--- src/rtl/keyscan_pkg.sv ---
// Shared types and helpers for the 4x4 key matrix scanner.
// Frame classification, FSM states and matrix geometry.
package keyscan_pkg;

  localparam int ROWS       = 4;
  localparam int COLS       = 4;
  localparam int KEY_CODE_W = 4;
  localparam int FRAME_W    = ROWS * COLS;

  typedef enum logic [1:0] {
    IDLE,
    DEB_PRESS,
    PRESSED,
    DEB_RELEASE
  } state_e;

  typedef enum logic [1:0] {
    NONE,
    SINGLE,
    MULTI
  } frame_e;

  // Zero bits, exactly one bit, or several bits set.
  function automatic frame_e classify(
    input logic [FRAME_W-1:0] f
  );
    if (f == '0) return NONE;
    if ((f & (f - FRAME_W'(1))) == '0) return SINGLE;
    return MULTI;
  endfunction

  // Index of the highest set bit (the only one for a SINGLE frame).
  function automatic logic [KEY_CODE_W-1:0] key_index(
    input logic [FRAME_W-1:0] f
  );
    logic [KEY_CODE_W-1:0] idx;
    idx = '0;
    for (int i = 0; i < FRAME_W; i++) begin
      if (f[i]) idx = KEY_CODE_W'(i);
    end
    return idx;
  endfunction

endpackage

--- src/rtl/scan_tick_gen.sv ---
// Scan tick prescaler: one-cycle tick every CLK_DIV clocks.
// Tick is high while the count sits at CLK_DIV-1.
module scan_tick_gen #(
  parameter int CLK_DIV = 50000
) (
  input  logic clk_50M,
  input  logic rst_n,
  output logic tick
);

  localparam int W = $clog2(CLK_DIV);
  localparam logic [W-1:0] LAST = W'(CLK_DIV - 1);

  logic [W-1:0] cnt_q, cnt_d;

  // Wrap to zero on the tick cycle, otherwise count up.
  always_comb begin
    tick  = (cnt_q == LAST);
    cnt_d = tick ? '0 : cnt_q + W'(1);
  end

  // Prescaler count register.
  always_ff @(posedge clk_50M or negedge rst_n) begin
    if (!rst_n) cnt_q <= '0;
    else        cnt_q <= cnt_d;
  end

endmodule

--- src/rtl/matrix_key_scanner.sv ---
// 4x4 key matrix scanner: row drive, column sync, frame snapshot,
// debounce FSM and single-key press reporting without rollover.
module matrix_key_scanner
  import keyscan_pkg::*;
#(
  parameter int CLK_DIV         = 50000,
  parameter int DEBOUNCE_FRAMES = 5
) (
  input  logic                  clk_50M,
  input  logic                  rst_n,
  output logic [ROWS-1:0]       ROW,
  input  logic [COLS-1:0]       COL,
  output logic [KEY_CODE_W-1:0] key_code,
  output logic                  key_valid,
  output logic                  key_held
);

  localparam int CW = $clog2(DEBOUNCE_FRAMES + 1);
  localparam logic [CW-1:0] CNT_MAX = CW'(DEBOUNCE_FRAMES);
  localparam logic [CW-1:0] CNT_ONE = CW'(1);
  localparam int RW = $clog2(ROWS);

  logic tick;

  scan_tick_gen #(
    .CLK_DIV (CLK_DIV)
  ) u_tick (
    .clk_50M (clk_50M),
    .rst_n   (rst_n),
    .tick    (tick)
  );

  logic [COLS-1:0]       col_s1_q, col_s2_q;
  logic [RW-1:0]         row_q, row_d;
  logic [ROWS-1:0]       row_drv_q, row_drv_d;
  logic [FRAME_W-1:0]    snap_q, snap_d;
  logic                  frame_end;
  frame_e                fclass;
  logic [KEY_CODE_W-1:0] fcode;
  state_e                state_q, state_d;
  logic [KEY_CODE_W-1:0] cand_q, cand_d;
  logic [CW-1:0]         cnt_q, cnt_d, cnt_inc;
  logic                  match;
  logic                  accept;
  logic                  valid_q;
  logic [KEY_CODE_W-1:0] code_q;

  assign ROW       = row_drv_q;
  assign key_code  = code_q;
  assign key_valid = valid_q;

  // Two-flop synchronizer on the asynchronous column inputs.
  always_ff @(posedge clk_50M or negedge rst_n) begin
    if (!rst_n) begin
      col_s1_q <= '1;
      col_s2_q <= '1;
    end else begin
      col_s1_q <= COL;
      col_s2_q <= col_s1_q;
    end
  end

  // On each tick: capture the active row, then advance to the next row.
  always_comb begin
    row_d     = row_q;
    row_drv_d = row_drv_q;
    snap_d    = snap_q;
    if (tick) begin
      snap_d[{row_q, 2'b00} +: COLS] = ~col_s2_q;
      row_d     = row_q + RW'(1);
      row_drv_d = ~(ROWS'(1) << row_d);
    end
  end

  // Row sequencer and frame snapshot registers.
  always_ff @(posedge clk_50M or negedge rst_n) begin
    if (!rst_n) begin
      row_q     <= '0;
      row_drv_q <= 4'b1110;
      snap_q    <= '0;
    end else begin
      row_q     <= row_d;
      row_drv_q <= row_drv_d;
      snap_q    <= snap_d;
    end
  end

  // Classify the frame including the row just sampled.
  always_comb begin
    frame_end = tick && (row_q == RW'(ROWS - 1));
    fclass    = classify(snap_d);
    fcode     = key_index(snap_d);
    match     = (fclass == SINGLE) && (fcode == cand_q);
    cnt_inc   = (cnt_q == CNT_MAX) ? cnt_q : cnt_q + CNT_ONE;
  end

  // FSM state register.
  always_ff @(posedge clk_50M or negedge rst_n) begin
    if (!rst_n) begin
      state_q <= IDLE;
      cand_q  <= '0;
      cnt_q   <= '0;
    end else begin
      state_q <= state_d;
      cand_q  <= cand_d;
      cnt_q   <= cnt_d;
    end
  end

  // FSM next state, advanced only at frame end.
  always_comb begin
    state_d = state_q;
    cand_d  = cand_q;
    cnt_d   = cnt_q;
    if (frame_end) begin
      unique case (state_q)
        IDLE: begin
          if (fclass == SINGLE) begin
            cand_d  = fcode;
            cnt_d   = CNT_ONE;
            state_d = (DEBOUNCE_FRAMES == 1) ? PRESSED : DEB_PRESS;
          end
        end
        DEB_PRESS: begin
          if (match) begin
            cnt_d = cnt_inc;
            if (cnt_inc == CNT_MAX) state_d = PRESSED;
          end else if (fclass == SINGLE) begin
            cand_d = fcode;
            cnt_d  = CNT_ONE;
          end else begin
            state_d = IDLE;
            cnt_d   = '0;
          end
        end
        PRESSED: begin
          if (match) begin
            cnt_d = '0;
          end else if (DEBOUNCE_FRAMES == 1) begin
            state_d = IDLE;
            cnt_d   = '0;
          end else begin
            state_d = DEB_RELEASE;
            cnt_d   = CNT_ONE;
          end
        end
        DEB_RELEASE: begin
          if (match) begin
            state_d = PRESSED;
            cnt_d   = '0;
          end else begin
            cnt_d = cnt_inc;
            if (cnt_inc == CNT_MAX) begin
              state_d = IDLE;
              cnt_d   = '0;
            end
          end
        end
        default: begin
          state_d = IDLE;
          cnt_d   = '0;
        end
      endcase
    end
  end

  // Outputs: a fresh press only from IDLE/DEB_PRESS, never on re-entry.
  always_comb begin
    key_held = (state_q == PRESSED) || (state_q == DEB_RELEASE);
    accept   = frame_end && (state_d == PRESSED) &&
               ((state_q == IDLE) || (state_q == DEB_PRESS));
  end

  // Registered one-clock strobe and held key code.
  always_ff @(posedge clk_50M or negedge rst_n) begin
    if (!rst_n) begin
      valid_q <= 1'b0;
      code_q  <= '0;
    end else begin
      valid_q <= accept;
      if (accept) code_q <= cand_d;
    end
  end

endmodule
--- config.mk ---
export PLATFORM = sky130hd
export DESIGN_NAME = matrix_key_scanner
export DESIGN_NICKNAME = d
export VERILOG_FILES = /design/src/rtl/keyscan_pkg.sv /design/src/rtl/scan_tick_gen.sv /design/src/rtl/matrix_key_scanner.sv
export SDC_FILE = /design/constraint.sdc
export NUM_CORES = 1
export LEC_CHECK = 0
export BUFFER_PORTS_ARGS = -buffer_cell sky130_fd_sc_hd__buf_2
export CAP_MARGIN = 5
export CELL_PAD_IN_SITES_DETAIL_PLACEMENT = 0
export CELL_PAD_IN_SITES_GLOBAL_PLACEMENT = 2
export CORE_ASPECT_RATIO = 1.25
export CORE_MARGIN = 4
export CORE_UTILIZATION = 36
export CTS_CLUSTER_SIZE = 14
export DETAILED_ROUTE_END_ITERATION = 10
export PLACE_DENSITY = 0.76
export SLEW_MARGIN = 20
export SYNTH_ARGS = -nofsm -noshare
export SYNTH_HDL_FRONTEND = slang
export SYNTH_SLANG_ARGS = --single-unit
--- constraint.sdc ---
create_clock -name clk_50M -period 3.7 [get_ports clk_50M]
set_input_delay 0.37 -clock clk_50M [delete_from_list [all_inputs] [get_ports clk_50M]]
set_output_delay 0.37 -clock clk_50M [all_outputs]
set_load 0.01 [all_outputs]
# Word level (Yosys, flattened, before mapping)
# Index checks and enable logic that the tools add are counted.
# word_totals
regBits	60
latchBits	0
ram_bits	0
rom_bits	0
in_bits	6
out_inout_bits	10
wordCells	89
n_memories	0
# op_classes
addsub	5
multipliers	0
div	0
n_lt_le_gt_ge	0
eq_ne	11
shift	3
muxes	46
bitwise_logic	3
reduce_logical	10
# ops
op	n
4-bit two-way mux	17
16-bit zero test	2
16-bit two-way mux	2
2-bit two-way mux	12
16-bit by 1-bit adder with 16-bit output, second input constant	1
16-bit AND	1
16-bit bitwise mux	1
16-bit == test, second input constant	1
4-bit by 6-bit variable shift with 16-bit output, first input constant	1
4-bit by 6-bit indexed part select with 16-bit output	1
16-bit by 1-bit subtractor with 16-bit output, second input constant	1
3-bit two-way mux	5
3-bit case mux with 4 select lines	1
2-bit == test, second input constant	4
4-bit NOT	2
2-bit case mux with 4 select lines	1
4-bit case mux with 2 select lines	1
3-bit == test, second input constant	2
1-bit two-way mux	6
4-bit negator with 6-bit output	1
2-bit by 1-bit == test with 1-bit output, second input constant	2
4-bit == test	1
1-bit logical AND	4
1-bit by 2-bit << shifter with 4-bit output, first input constant	1
6 further kinds	7

# Depth between registers and ports, before layout
# Gate-level depths: netlist of run 1.
# logic_depth
word_depth	27
mapped_depth	14
depth_no_buf	12

# Hierarchy
# Synthesis of run 1 repeated with hierarchy kept, for this count alone.
# unflattened
hier_cells	368
area_unflattened_um2	3570.9
# modules_own_cells
mod	instances	cells_each	area_per_inst_um2	seq_area_each_um2
matrix_key_scanner	1	301	2808.9	1114.8
scan_tick_gen	1	67	762.0	400.4

# Worst setup path after synthesis of run 1
# No wires, ideal clock.
# synth_path
path_kind	register to register
from	register u_tick.cnt_q[10]
to	register code_q[0], in the netlist key_code[0]
setup_time_ns	0.125
arrival_ns	3.731
required_ns	3.575
slack_ns	-0.156
path_stages_with_launch	13
n_path_buf	2
synth_period_minus_slack_ns	3.856
path_cell_list	dfrtp_1 > or4b_4 > buf_6 > or4_1 > buf_4 > o31ai_2 > a21oi_1 > o21ai_1 > mux2_4 > nor4_4 > nand2_4 > nor3_4 > mux2_4
# synth_via
elab_cells_between_ends	45
classes_between	add/sub: 1; eq/ne: 4; mux: 33; bitwise: 1; reduce/logical: 6
# synth_lines
element	line	rtl
start, declared	scan_tick_gen.sv:14	logic [W-1:0] cnt_q, cnt_d;
start signal, assigned	scan_tick_gen.sv:25	else cnt_q <= cnt_d;
16-bit == test (*)	scan_tick_gen.sv:18	tick = (cnt_q == LAST);
16-bit two-way mux (*)	matrix_key_scanner.sv:68	if (tick) begin
via snap_d[4]	matrix_key_scanner.sv:36	logic [FRAME_W-1:0] snap_q, snap_d;
branches (longest 20 deep; another with 16-bit by 1-bit subtractor with 16-bit output)	--	
end signal, assigned	matrix_key_scanner.sv:181	if (accept) code_q <= cand_d;
end, declared	matrix_key_scanner.sv:46	logic [KEY_CODE_W-1:0] code_q;
# Mark *: on every way through the listed nets, which the timed path passes. The select of a mux whose other input is x is not followed.
# A chain may end at the register's enable or synchronous reset.

# Worst setup path after layout of run 1
# layout_path
from	register u_tick.cnt_q[7]
to	register code_q[0], in the netlist key_code[0]
# layout_via
elab_cells_between_ends	45
classes_between	add/sub: 1; eq/ne: 4; mux: 33; bitwise: 1; reduce/logical: 6
# layout_lines
element	line	rtl
16-bit == test (*)	scan_tick_gen.sv:18	
16-bit two-way mux	matrix_key_scanner.sv:68	
1-bit two-way mux	keyscan_pkg.sv:39	if (f[i]) idx = KEY_CODE_W'(i);
4-bit two-way mux (14 in series)	keyscan_pkg.sv:39	
4-bit == test	matrix_key_scanner.sv:93	match = (fclass == SINGLE) && (fcode == cand_q);
1-bit logical AND	matrix_key_scanner.sv:93	
4-bit two-way mux	matrix_key_scanner.sv:125	if (match) begin
4-bit case mux with 2 select lines	matrix_key_scanner.sv:116	unique case (state_q)
4-bit two-way mux (*)	matrix_key_scanner.sv:115	if (frame_end) begin
via cand_d[0]	matrix_key_scanner.sv:41	logic [KEY_CODE_W-1:0] cand_q, cand_d;
# The timed path passes the listed nets; every way through them passes the cells marked *. The select of a mux whose other input is x is not followed.

==> results of run 1 <==
==> report_power, final <==
part           total, mW  internal [mW]  switching [mW]
registers          0.672          0.666         0.00648
clock network      0.774          0.487           0.286
logic             0.0319        0.00808          0.0238
total               1.48           1.16           0.317
==> metrics by stage <==
step	std cells	power, mW	setup WS (ns)	setup TNS [ns]	utilization [%]
after floorplan	401	0.689	0.00118	0	-
after global placement	563	0.714	0.0219	0	41.5
after detailed placement	563	0.715	-0.0873	-0.408	41.5
after CTS	579	1.50	0.00352	0	44.5
after global routing	585	1.53	-0.0835	-0.397	46.2
final	585	1.48	0.0209	0	46.2
==> registers in the layout, indices dropped and copies added (netlist names) <==
register	count
col_s2_q	4
cand_q	4
row_q	2
col_s1_q	4
u_tick.cnt_q	16
key_code	4
ROW	4
key_valid	1
cnt_q	3
state_q	2
snap_q	16
==> per-layer routing <==
layer | GRT usage, % | part of all wire, %
met5 | 0 | 0
met4 | 7.17 | 2.5
met1 | 21.0 | 42
met3 | 3.92 | 3.1
met2 | 31.4 | 52
==> Yosys cell counts (4+ instances only) <==
| cell type | number |
|---|---|
| xor2_1 | 7 |
| xnor2_1 | 8 |
| and2_1 | 5 |
| nor4_1 | 11 |
| or2_2 | 4 |
| nor4_4 | 4 |
| mux2_4 | 7 |
| nand2_1 | 43 |
| or3_1 | 6 |
| mux2i_1 | 10 |
| nor3_1 | 16 |
| nand4_1 | 8 |
| dfrtp_1 | 49 |
| nand3_1 | 9 |
| ha_1 | 7 |
| inv_1 | 17 |
| mux2_2 | 4 |
| and3_1 | 5 |
| o21ai_0 | 21 |
| a21o_1 | 8 |
| clkbuf_1 | 13 |
| nor2_1 | 32 |
| dfstp_2 | 11 |
| o31ai_1 | 5 |
| a21oi_1 | 21 |
==> critical path: cells and delay by family (launching register included) <==
kind / cells / cell delay (ns)
AO/OA/AOI/OAI: 1 / 0.23
buffers and inverters: 1 / 0.17
flip-flops: 1 / 0.38
multiplexers: 3 / 0.92
AND/OR/NAND/NOR: 5 / 1.85
==> what timing repair did <==
item / in CTS / in global routing
pin swaps: 0 / 16
setup buffers: 0 / 6
setup endpoints to repair: 6 / 11
gates resized for setup: 7 / 27
==> area by class of cell <==
| type | count | area (µm²) |
|---|---|---|
| clock buffer | 14 | 264 |
| clock inverter | 2 | 10.0 |
| fill | 994 | 5460 |
| inverter | 17 | 63.8 |
| tap | 129 | 161 |
| sequential | 60 | 1520 |
| multi-input combinational | 302 | 2240 |
| timing repair buffer | 61 | 445 |
==> path summary, 6_finish.rpt <==
path / startpoint / end / slack (ns) / depth (start not counted)
setup / recovery: u_tick.cnt_q[7] / key_code[0] / 0.02 / 10
hold / removal: rst_n / cnt_q[1] / 0.04 / 1
setup reg to reg: u_tick.cnt_q[7] / key_code[0] / 0.02 / 10
hold reg to reg: col_s1_q[1] / col_s2_q[1] / 0.35 / 0
max in group asynchronous: rst_n / key_code[3] / 3.00 / 2
min in group clk_50M: COL[3] / col_s1_q[3] / 0.14 / 1
==> cells by family after synthesis <==
kind of cell	after synthesis	share of synthesized area, %
AOI/OAI and AO/OA	88	16.2
xor gates and xnor gates	15	3.49
buffers and inverters	39	4.56
adders and majority gates	9	2.86
muxes	22	6.95
DFF	60	40.3
and+or+nand+nor	168	25.7
==> flow_summary.toml, run 1 <==
[run_status]
outcome = "finished clean"

[die]
initial_utilization_pct = 37.0
fp.dieW_um = 99.4
die_area_um2 = 12200
placementRows = 41
core_area_um2 = 10200
io_pins = 16
die_h_um = 122

[setup_path]
critPathSlowestCell = "or4b_4"
cp_slowest_stage_delay_ns = 0.61
path_cells = "or4b_4, buf_8, or4_4, mux2_4, and2_4, o311ai_4, and4_4, nor3b_4, mux2_4, mux2_4"
cp.arrival_ns = 3.89
path_common_cell = "mux2_4"
path_max_fanout = 8
crit_path_start_kind = "register"
crit_path_end_kind = "register"
cp.required_ns = 3.91
worstSetupPathType = "reg -> reg"

[sta]
clock_skew_ns = 0.00798
fin_crit_sh_pct = 99.4
worst_pin_slew_ns = 0.606
setup_viol = 0
hold_viol_final = 0
max-slew-margin-rel_pct = 59.6
period_needed_ns = 3.68
hold-worst-slack_ns = 0.0414
grt_setup_unrepaired = "yes"
maxSlewViolCount = 0
max_freq_ghz = 0.272

[route]
first_pass_iters = 4
wirelength_um = 10300
routedWlPerCell_um = 17.5
vias = 3157
viasPerCell = 5.40
antenna_left = 0
drc = 0
drtIter0Drc = 147

[grt]
antenna_found_initial = 0
grt_overflow_total = 0
first_global_vias = 3234
grt_pass1_wl_um = 16800
grt_usage_pct = 17.8
grt_start_max_net_pins = 46

[finish]
drive_gt1_share_pct = 30.5
nets = 464
area_growth_pct = 24.8
mostFrequentLayoutCell = "dfrtp_1"
design_area_um2 = 4700
layout_common_cells = "dfrtp_1, nand2_1, buf_4"
diodes = 0

[synthesis]
syn_inst = 401
ys_async_sr_fraction_pct = 100
synth.ff_latch_count = 60
seq_area_frac_synth_pct = 40.3
synth_edf_count = 0
avgSynthCellArea_um2 = 9.38
synth_area_leaders = "dfrtp_1, dfstp_2, nand2_1"
yosysWarnings = 0
yosysTopAreaCell = "dfrtp_1"
synth_fp_nets = 414
syn_area_um2 = 3760
synth_top_area_share_pct = 32.6
synth_ff_type = "dfrtp_1"
ys_types = 71

[clock_network]
clockRootBuffer = "clkbuf_16"
clk_latency_ns = 0.33
cts_max_level = 3
cts_made_buffers = 9
clock-sinks = 60
cts_tree = "built"
cts_buffer_depth = 2
clk_pin_slew_worst_paths_ns = 0.05
cts_hold_buf = 0

[place]
placed_area_um2 = 4220
portBuffers = 15
place.gp.congestion = 0.835
hpwlAfterDp_um = 7750

[power]
power_density_nw_per_um2 = 315
total_leakage_power_nw = 2.12
ir_worst_vdd_mv = 0.212

[job]
cap_violations = 0

[min_path]
min_path_type = "in -> async"
No activity file was read; power rests on OpenSTA's default activity.
==> inputs of run 2 (changes only) <==
--- a/config.mk
+++ b/config.mk
@@ -14,7 +14,7 @@
 export CORE_UTILIZATION = 36
 export CTS_CLUSTER_SIZE = 14
 export DETAILED_ROUTE_END_ITERATION = 10
-export PLACE_DENSITY = 0.76
+export PLACE_DENSITY = 0.75
 export SLEW_MARGIN = 20
 export SYNTH_ARGS = -nofsm -noshare
 export SYNTH_HDL_FRONTEND = slang
==> flow_summary.toml, run 2 (same netlist as run 1, synthesis figures left out) <==
[run_status]
outcome = "finished clean"

[setup_path]
crit_path_start_kind = "register"
cp_slowest_stage_delay_ns = 0.61
worstSetupPathType = "reg -> reg"
cp_top_family = "simple AND/OR/NAND/NOR gates"
crit_buf_inv = 3
crit_path_end_kind = "register"
path_cells = "or4b_4, buf_8, or4_4, buf_4, nor3_1, nor3_2, o21ai_2, a311oi_4, nor4_4, nand2_4, buf_4, mux2_1, o31ai_2"
path_max_fanout = 8
critPathSlowestCell = "or4b_4"
cp.arrival_ns = 3.86
r2r_start = "u_tick.cnt_q[11]"
worstSetupStartpoint = "u_tick.cnt_q[11]"
cp.required_ns = 3.95
path_common_cell = "buf_4"

[place]
hpwlAfterDp_um = 7790
dp_worst_setup_slack_ns = -0.105
placed_area_um2 = 4280
place.gp.congestion = 0.889
portBuffers = 15

[grt]
grt_overflow_total = 0
antenna_found_initial = 0
grt_pass1_wl_um = 17300
grt_usage_pct = 18.6
grt_start_max_net_pins = 33
first_global_vias = 3400

[die]
die_area_um2 = 12200
fp.dieW_um = 99.4
die_h_um = 122
core_area_um2 = 10200
initial_utilization_pct = 37.0
io_pins = 16
placementRows = 41

[finish]
drive_gt1_share_pct = 35.0
design_area_um2 = 4920
final_util_pct = 48.5
area_growth_pct = 30.8
nets = 482
diodes = 0
mostFrequentLayoutCell = "buf_4"
layout_common_cells = "buf_4, dfrtp_1, nand2_1"
reg.largest.list = "snap_q x16, u_tick.cnt_q x16"

[power]
ir_worst_vdd_mv = 0.244
total_leakage_power_nw = 2.22
finalPower_mw = 1.57
power_density_nw_per_um2 = 320

[sta]
hold_viol_final = 0
clock_skew_ns = 0.00545
hold-worst-slack_ns = 0.0823
worst_slack_ns = 0.0804
worst_pin_slew_ns = 0.702
period_needed_ns = 3.62
max-slew-margin-rel_pct = 53.2
fin_crit_sh_pct = 97.8
setup_viol = 0
grt_setup_unrepaired = "yes"
max_freq_ghz = 0.276
maxSlewViolCount = 0

[min_path]
min_path_type = "in -> async"

[clock_network]
cts_max_level = 3
cts_buffer_depth = 2
clk_latency_ns = 0.33
clockRootBuffer = "clkbuf_16"
cts_made_buffers = 9
clk_pin_slew_worst_paths_ns = 0.05
cts_tree = "built"
clock-sinks = 60

[route]
viasPerCell = 5.37
drtIter0Drc = 134
vias = 3239
first_pass_iters = 4
routedWlPerCell_um = 17.3
antenna_left = 0
wirelength_um = 10500
drc = 0

[job]
cap_violations = 0
[run 2: changes by cell type in the layout (fill, tap and decap cells not counted), moves of 2 or more]
cell / before / now
buf_4: 42 / 59
clkbuf_1: 3 / 1
mux2i_2: 2 / 0
nor3_1: 16 / 14
nor3_2: 0 / 2
nor4_1: 9 / 7
nor4_2: 1 / 3
o21ai_0: 21 / 19
[run 2: per-layer routing]
metal | track usage, % | routed length (µm) | part of all wire [%]
met1 | 19.9 | 4150 | 40
met2 | 33.8 | 5590 | 53
met3 | 4.38 | 334 | 3.2
met4 | 9.48 | 393 | 3.8
met5 | 0 | 0 | 0
[run 2: what timing repair did]
item                                    4_1_cts  5_1_grt
setup buffers                                 3       14
hold buffers                                  0        0
resized for setup                            13       29
endpoints found under the hold margin         0        0
endpoints found under the setup margin        8       11
pin swaps                                    10       21
[run 2: layout make-up]
class | count | area [µm²]
sequential | 60 | 1520
fill | 940 | 5240
timing repair buffer | 79 | 587
multi-input combinational | 302 | 2280
tap | 129 | 161
inverter | 17 | 63.8
clock buffer | 13 | 270
clock inverter | 3 | 43.8
[run 2: worst paths after layout]
check | slack, ns | cells after the start | end
hold reg to reg | 0.35 | 0 | col_s2_q[2]
hold / removal | 0.08 | 1 | state_q[1]
max in group asynchronous | 2.71 | 2 | col_s2_q[2]
setup reg to reg | 0.08 | 13 | cnt_q[2]
setup / recovery | 0.08 | 13 | cnt_q[2]
min in group clk_50M | 0.13 | 1 | col_s1_q[3]
[run 2: through the flow]
step | setup TNS (ns) | cells
floorplan | 0 | 401
global placement | -0.260 | 570
detailed placement | -0.454 | 570
CTS | 0 | 589
global route | -0.167 | 603
finish | 0 | 603
[run 2: power breakdown]
part           switching, mW  internal [mW]  leakage, nW
Sequential           0.00339          0.665        0.785
Clock                  0.295          0.576        0.156
Combinational         0.0255        0.00814         1.27
Total                  0.323           1.25         2.22
